$ cat src/rtl/io_input_controller.sv
// io_input_controller
//   Sits between the board push-button/switches and the processor core.
//   - Synchronizes and debounces the active-low push-button.
//   - Generates the processor clock-enable tick: free-running divider in fast
//     mode (Pause=1) or one tick per debounced press in step mode (Pause=0).
//   - Services the input-instruction handshake: while InReq is pending, the
//     core is stalled until the user presses (captures Sw) and releases the
//     button, after which InAck pulses for one cycle.
//   The button is shared: outside IDLE, presses belong to the handshake.
//
// Ports
//   Clock     system clock, all logic on posedge
//   Reset     asynchronous active-high reset
//   Botao     raw push-button, active-low, asynchronous
//   Sw        raw switch data, sampled only at capture
//   Pause     1 = fast free-run, 0 = step mode
//   InReq     input instruction pending (level, Clock-synchronous)
//   CpuEn     one-cycle processor advance enable (registered)
//   InAck     one-cycle handshake completion pulse (registered)
//   InData    {1'b1, captured Sw}, held between captures (registered)
//   Waiting   high while an input request is being serviced (registered)
//   BotaoDeb  debounced pressed state, 1 = pressed (registered)

module io_input_controller #(
    parameter int DEB_CYCLES = 32,
    parameter int FAST_DIV   = 6250000,
    parameter int DATA_W     = 13
) (
    input  logic              Clock,
    input  logic              Reset,
    input  logic              Botao,
    input  logic [DATA_W-1:0] Sw,
    input  logic              Pause,
    input  logic              InReq,
    output logic              CpuEn,
    output logic              InAck,
    output logic [DATA_W:0]   InData,
    output logic              Waiting,
    output logic              BotaoDeb
);

    localparam int DEB_W = (DEB_CYCLES > 1) ? $clog2(DEB_CYCLES) : 1;
    localparam int DIV_W = (FAST_DIV > 1) ? $clog2(FAST_DIV) : 1;
    localparam logic [DEB_W-1:0] DEB_LAST = DEB_W'(DEB_CYCLES - 1);
    localparam logic [DIV_W-1:0] DIV_LAST = DIV_W'(FAST_DIV - 1);

    typedef enum logic [1:0] {
        IDLE         = 2'd0,
        WAIT_PRESS   = 2'd1,
        WAIT_RELEASE = 2'd2,
        ACK          = 2'd3
    } state_t;

    logic [1:0]       sync_r;
    logic             deb_r;
    logic [DEB_W-1:0] deb_cnt_r;
    logic             press_edge_r;
    logic             release_edge_r;
    logic [DIV_W-1:0] div_r;
    state_t           state_r;
    logic             cpu_en_r;
    logic             in_ack_r;
    logic [DATA_W:0]  in_data_r;
    logic             waiting_r;

    logic             mismatch_s;
    logic             deb_flip_s;
    logic             press_now_s;
    logic             release_now_s;
    state_t           next_state_s;
    logic             capture_s;
    logic             tick_s;
    logic [DIV_W-1:0] div_next_s;

    // Debounce decisions: a flip happens on the last mismatching sample.
    // press_now_s/release_now_s mark the edge at which BotaoDeb changes, so
    // the registered CpuEn lines up with the registered PressEdge.
    assign mismatch_s    = (~sync_r[1]) != deb_r;
    assign deb_flip_s    = mismatch_s && (deb_cnt_r == DEB_LAST);
    assign press_now_s   = deb_flip_s && !deb_r;
    assign release_now_s = deb_flip_s && deb_r;

    // Button synchronizer and debouncer state, including the edge pulses.
    always_ff @(posedge Clock or posedge Reset) begin
        if (Reset) begin
            sync_r         <= 2'b11;
            deb_r          <= 1'b0;
            deb_cnt_r      <= '0;
            press_edge_r   <= 1'b0;
            release_edge_r <= 1'b0;
        end else begin
            sync_r         <= {sync_r[0], Botao};
            press_edge_r   <= press_now_s;
            release_edge_r <= release_now_s;
            if (deb_flip_s) begin
                deb_r     <= ~deb_r;
                deb_cnt_r <= '0;
            end else if (mismatch_s) begin
                deb_cnt_r <= deb_cnt_r + DEB_W'(1);
            end else begin
                deb_cnt_r <= '0;
            end
        end
    end

    // Next-state, capture and tick decisions; InReq in IDLE wins over a tick.
    always_comb begin
        next_state_s = state_r;
        capture_s    = 1'b0;
        tick_s       = 1'b0;
        div_next_s   = '0;
        case (state_r)
            IDLE: begin
                if (InReq) begin
                    next_state_s = WAIT_PRESS;
                end else if (Pause) begin
                    if (div_r == DIV_LAST) begin
                        tick_s     = 1'b1;
                        div_next_s = '0;
                    end else begin
                        tick_s     = 1'b0;
                        div_next_s = div_r + DIV_W'(1);
                    end
                end else begin
                    // Step mode: divider stays cleared so that a later rise of
                    // Pause always starts a full period.
                    tick_s = press_now_s;
                end
            end
            WAIT_PRESS: begin
                // Only a fresh press edge captures; a button already held on
                // entry must be released and pressed again.
                if (press_edge_r) begin
                    capture_s    = 1'b1;
                    next_state_s = WAIT_RELEASE;
                end else begin
                    next_state_s = WAIT_PRESS;
                end
            end
            WAIT_RELEASE: begin
                if (release_edge_r) begin
                    next_state_s = ACK;
                end else begin
                    next_state_s = WAIT_RELEASE;
                end
            end
            ACK: begin
                next_state_s = IDLE;
            end
            default: begin
                next_state_s = IDLE;
            end
        endcase
    end

    // FSM state, divider and all registered outputs.
    always_ff @(posedge Clock or posedge Reset) begin
        if (Reset) begin
            state_r   <= IDLE;
            div_r     <= '0;
            cpu_en_r  <= 1'b0;
            in_ack_r  <= 1'b0;
            in_data_r <= '0;
            waiting_r <= 1'b0;
        end else begin
            state_r   <= next_state_s;
            div_r     <= div_next_s;
            cpu_en_r  <= tick_s;
            in_ack_r  <= (next_state_s == ACK);
            waiting_r <= (next_state_s != IDLE);
            if (capture_s) begin
                in_data_r <= {1'b1, Sw};
            end else begin
                in_data_r <= in_data_r;
            end
        end
    end

    assign CpuEn    = cpu_en_r;
    assign InAck    = in_ack_r;
    assign InData   = in_data_r;
    assign Waiting  = waiting_r;
    assign BotaoDeb = deb_r;

endmodule
$ cat config.mk
export PLATFORM = sky130hd
export DESIGN_NAME = io_input_controller
export DESIGN_NICKNAME = d
export VERILOG_FILES = /design/src/rtl/io_input_controller.sv
export SDC_FILE = /design/constraint.sdc
export NUM_CORES = 1
export LEC_CHECK = 0
export BUFFER_PORTS_ARGS = -buffer_cell sky130_fd_sc_hd__buf_2
export CORE_AREA = 2 2 57 99
export DETAILED_ROUTE_END_ITERATION = 16
export DIE_AREA = 0 0 59 101
export GPL_ROUTABILITY_DRIVEN = 1
export REMOVE_ABC_BUFFERS = 1
export SYNTH_ARGS = -nofsm -noshare
export SYNTH_HDL_FRONTEND = slang
export SYNTH_SLANG_ARGS = --single-unit
$ cat constraint.sdc
create_clock -name Clock -period 4.6 [get_ports Clock]
set_clock_uncertainty 0.05 [all_clocks]
set_input_delay 0.46 -clock Clock [delete_from_list [all_inputs] [get_ports Clock]]
set_output_delay 0.46 -clock Clock [all_outputs]
set_load 0.02 [all_outputs]
# ---- Word-level counts from Yosys, hierarchy flattened
# Index checks and enable logic that the tools add are counted.
dict set report op_classes {
  n_addsub 2
  eq_ne 7
  mux 16
  n_bitwise 2
  reduce_logical 6
}
# operator n
set ops {}
lappend ops {{two-way mux 23 bit} 4}
lappend ops {{adder 23 x 1 -> 23 bit (second input constant)} 1}
lappend ops {{equality test 23 bit (second input constant)} 1}
lappend ops {{two-way mux 5 bit} 2}
lappend ops {{case mux 2 bit (4 select lines)} 1}
lappend ops {{two-way mux 1 bit} 7}
lappend ops {{equality test 2 bit (second input constant)} 3}
lappend ops {{adder 5 x 1 -> 5 bit (second input constant)} 1}
lappend ops {{equality test 5 bit (second input constant)} 1}
lappend ops {{two-way mux 2 bit} 2}
lappend ops {{logical AND 1 bit} 3}
lappend ops {{equality test 2 x 1 -> 1 bit (second input constant)} 1}
lappend ops {{logical NOT 2 bit} 1}
lappend ops {{NOT 1 bit} 2}
lappend ops {{nonzero test 2 bit} 1}
lappend ops {{logical NOT 1 bit} 1}
lappend ops {{inequality test 1 bit} 1}
dict set report totals {
  register_bits 52
  input_bits 18
  out_inout_bits 18
  wordCells 44
}

# ---- Logic depth before layout (Yosys ltp)
dict set report depth {
  depth_word 7
  ltp_mapped 7
}

# ---- Least setup slack after synthesis
# OpenSTA, ideal clock, no wires.
dict set report synth_path {
  path_kind {register -> register}
  from {register div_r[3]}
  to {register div_r[17]}
  setup_time_ns 0.078
  arrival_ns 1.778
  required_ns 4.472
  path_slack_ns 2.694
  path_stages_with_launch 5
  path_buffers 0
  path_cell_list {dfrtp_1 -> nand4_4 -> or4_4 -> or4_1 -> a21oi_1}
}
dict set report synth_via {
  elab_chain_len 5
  word_cells_on_any_way 6
  classes_between {add/sub: 1; eq/ne: 1; mux: 4}
}
# item line_no
set synth_rtl {}
lappend synth_rtl {{from (decl)} 59} ;# logic [DIV_W-1:0] div_r;
lappend synth_rtl {{from (signal assigned)} 167} ;# div_r <= div_next_s;
lappend synth_rtl {{adder 23 x 1 -> 23 bit / equality test 23 bit (equally long branches)} {122, 117}}
lappend synth_rtl {{two-way mux 23 bit *} 117} ;# if (div_r == DIV_LAST) begin
lappend synth_rtl {{two-way mux 23 bit *} 116} ;# end else if (Pause) begin
lappend synth_rtl {{two-way mux 23 bit *} 114} ;# if (InReq) begin
lappend synth_rtl {{two-way mux 23 bit *} 112} ;# case (state_r)
lappend synth_rtl {{named net div_next_s[17]} 73} ;# logic [DIV_W-1:0] div_next_s;
# Mark *: on every way through the listed nets, which the timed path passes. The rest lies on a longest branch.
# A chain may end at the register's enable or synchronous reset.

# ---- Worst setup path in the final report
dict set report layout_path {
  from {register div_r[3]}
  to {register div_r[19]}
}
# Same word-level chain as after synthesis.

==> out/results.txt <==
status: finished, final reports clean
fill count: 472
Detailed Route WL: 4118 um
cell row count: 35
Final period util: 0.4680
drt via density: 5.510
Clk pin slew, worst setup/hold paths: 0.09 ns
setup TNS: 0 ns
leakage power: 0.001112 uW
Chip Width: 59 um
Post-DP Area: 2470 sq um
Crit Path Category: register to register
Worst slew margin: 0.2979
largest net degree at the start of global routing: 53
clk root buf: clkbuf_8
clk sinks: 52
Tmin final: 2.153 ns
CTS H-tree lvls: 2
cell taking the most area after synthesis: dfrtp_1
Critical Path Fanout Max: 14
combinational family with the most area after synthesis: simple AND/OR/NAND/NOR gates
register bit total from synthesis: 52
share of cells above drive strength 1: 0.2532
ranking of synthesized cells by area: dfrtp_1 55%, mux2_2 6.5%, xnor2_1 4.3%, nor2_1 3.8%, dfstp_2 2.3%
hold crit path type: input pin to register
antenna viol nets, final: 0
Num CTS Buffers: 5
Pre-Repair DR Iteration Count: 4
r2r setup slk: 2.45 ns
post-synthesis adder-cell area fraction: 0.01658
post-CTS sizing: 0
Pwr Density: 334.6 nW/um^2
dpl hpwl: 2919 um
most common cell after layout, fill and taps aside: dfrtp_1
Final GP Congestion: 0.8154
Remaining Overflow, GRT: 0
number of remaining DRC errors: 0
nets@finish: 257
dpl ws: 2.482 ns
I/O pins: 36
post-CTS setup buffers: 0
clock buffer depth: 2
cells after synthesis: 202
diode count: 0
Max Freq: 464.5 MHz
sequential element share of the synthesized area: 0.5760
crit start category: register
post-synthesis xor/xnor area fraction: 0.06191
setup ws final: 2.447 ns
vias in the first global route: 1637
Die ar.: 5959 sq um
Critical Path RT: 4.77 ns
Peak VDD IR: 0.1988 mV
Syn. warnings: 0
chip height: 101 um
Initial Utilization: 0.4380
Setup crit start: div_r[3]$_DFF_PP0_
worst r2r src: div_r[3]$_DFF_PP0_
Netlist cell types: 34
drt first-iter violations: 41
Arr. time, crit path: 2.32 ns
TritonCTS clock tree: yes
final core utilization: 0.5036
Routed wire per std cell: 14.10 um
# setup viols final: 0
post-synthesis compound-gate area fraction: 0.05417
routed vias: 1609
CP Capture Type: register
Fin Hold WS: 0.2011 ns
core area: 5167 sq um
commonest non-fill, non-tap cells in the layout: 50 x dfrtp_1, 35 x buf_2, 23 x nor2_1, 13 x mux2_2, 12 x nand2_1
GRT Total Usage: 0.1500
Buffers on Ports: 35
mux contribution to synthesized area: 0.06910
Synth Area in Simple Gates: 0.1973
hold buffers post-CTS: 0
synthesized area per cell: 11.21 sq um
final instance area: 2603 sq um
area grow syn2layout: 14.98%
Worst Max-Slew Pin Slew: 1.052 ns
Worst-Skew Late Latency: 0.30 ns
Mapped Area: 2263 sq um
# Max-Cap Violations: 0
Synth top area share: 0.5528
Hold Crit Start: Botao
initial antenna violation count: 0
Slew Viols, Final: 0
first-pass GRT wire length: 6900 um
final hold violation count: 0
unrepaired setup endpoints after global routing: no
-- cell type report --
class / instances / area [sq um] / area share
Sequential cell: 52 / 1304 / 0.5010
Timing Repair Buffer: 35 / 175.2 / 0.06731
Tap cell: 55 / 68.82 / 0.02644
Multi-Input combinational cell: 137 / 903.4 / 0.3471
Clock buffer: 6 / 72.57 / 0.02788
Clock inverter: 2 / 60.06 / 0.02308
Inverter: 5 / 18.77 / 0.007212
-- through the flow --
| stage | total power (uW) | instances |
|---|---|---|
| floorplan | 502.7 | 194 |
| global placement | 519.9 | 284 |
| detailed placement | 520.5 | 284 |
| CTS | 885.8 | 292 |
| global route | 905.3 | 292 |
| finish | 870.7 | 292 |
-- layer usage --
| layer | share of wire | vias up | track usage |
|---|---|---|---|
| met3 | 0.040 | 13 | 0.03081 |
| met4 | 0.029 | 0 | 0.06818 |
| li1 | - | 772 | - |
| met5 | 0 | - | 0 |
| met1 | 0.39 | 774 | 0.1490 |
| met2 | 0.54 | 50 | 0.2838 |
-- logic make-up (layout without fill, tap and decap cells) --
kind of cell | count (synthesis) | in the layout
compound gates | 22 | 22
fa+ha+maj | 3 | 3
flops | 52 | 52
xor+xnor | 16 | 16
buf+inv | 13 | 48
mux | 14 | 14
simple gates | 82 | 82
-- power by group --
group          internal (uW)  leakage (uW)  switching, uW
Sequential               466      0.000677           4.17
Clock                    217     0.0000654            143
Combinational           15.9      0.000370           23.6
-- synth_stat cells --
cell type  count
a31oi_1        1
nand2b_1       3
nand2_1       12
inv_1          5
clkbuf_1       5
o21ai_0        7
o22ai_1        1
nand4_4        1
nor3b_1        1
nor2_1        23
and4_1         1
nand3_1        5
nor2b_1        2
nand4_1        7
buf_6          1
a21oi_1        9
mux2_2        13
or3_1          7
and2_1         3
or4_1          4
nor3_1         4
nor4_1         5
and3_1         2
nor4bb_1       1
dfrtp_1       50
mux2i_1        1
or4_4          1
xnor2_1       11
dfstp_2        2
o31ai_1        3
buf_1          2
a21o_1         1
xor2_1         5
ha_1           3
-- final timing paths --
kind,endpoint,cells after the start
hold / removal,sync_r[0]$_DFF_PP1_,1
hold reg to reg,sync_r[1]$_DFF_PP1_,0
max in group asynchronous,div_r[16]$_DFF_PP0_,2
setup / recovery,div_r[19]$_DFF_PP0_,4
min in group asynchronous,InData[11]$_DFFE_PP0P_,2
setup reg to reg,div_r[19]$_DFF_PP0_,4
-- flip-flops by register name (all words and copies together) (netlist names), 2 cells and up --
| register | cells |
|---|---|
| InData | 14 |
| deb_cnt_r | 5 |
| div_r | 23 |
| state_r | 2 |
| sync_r | 2 |
-- critical path: stages, from the launching register on --
cell and delay, ns:
dfrtp_1 0.49, nand4_4 0.20, or4_4 0.64, or4_1 0.53
a21oi_1 0.16
Note: power is estimated with default switching activity, not from simulation.
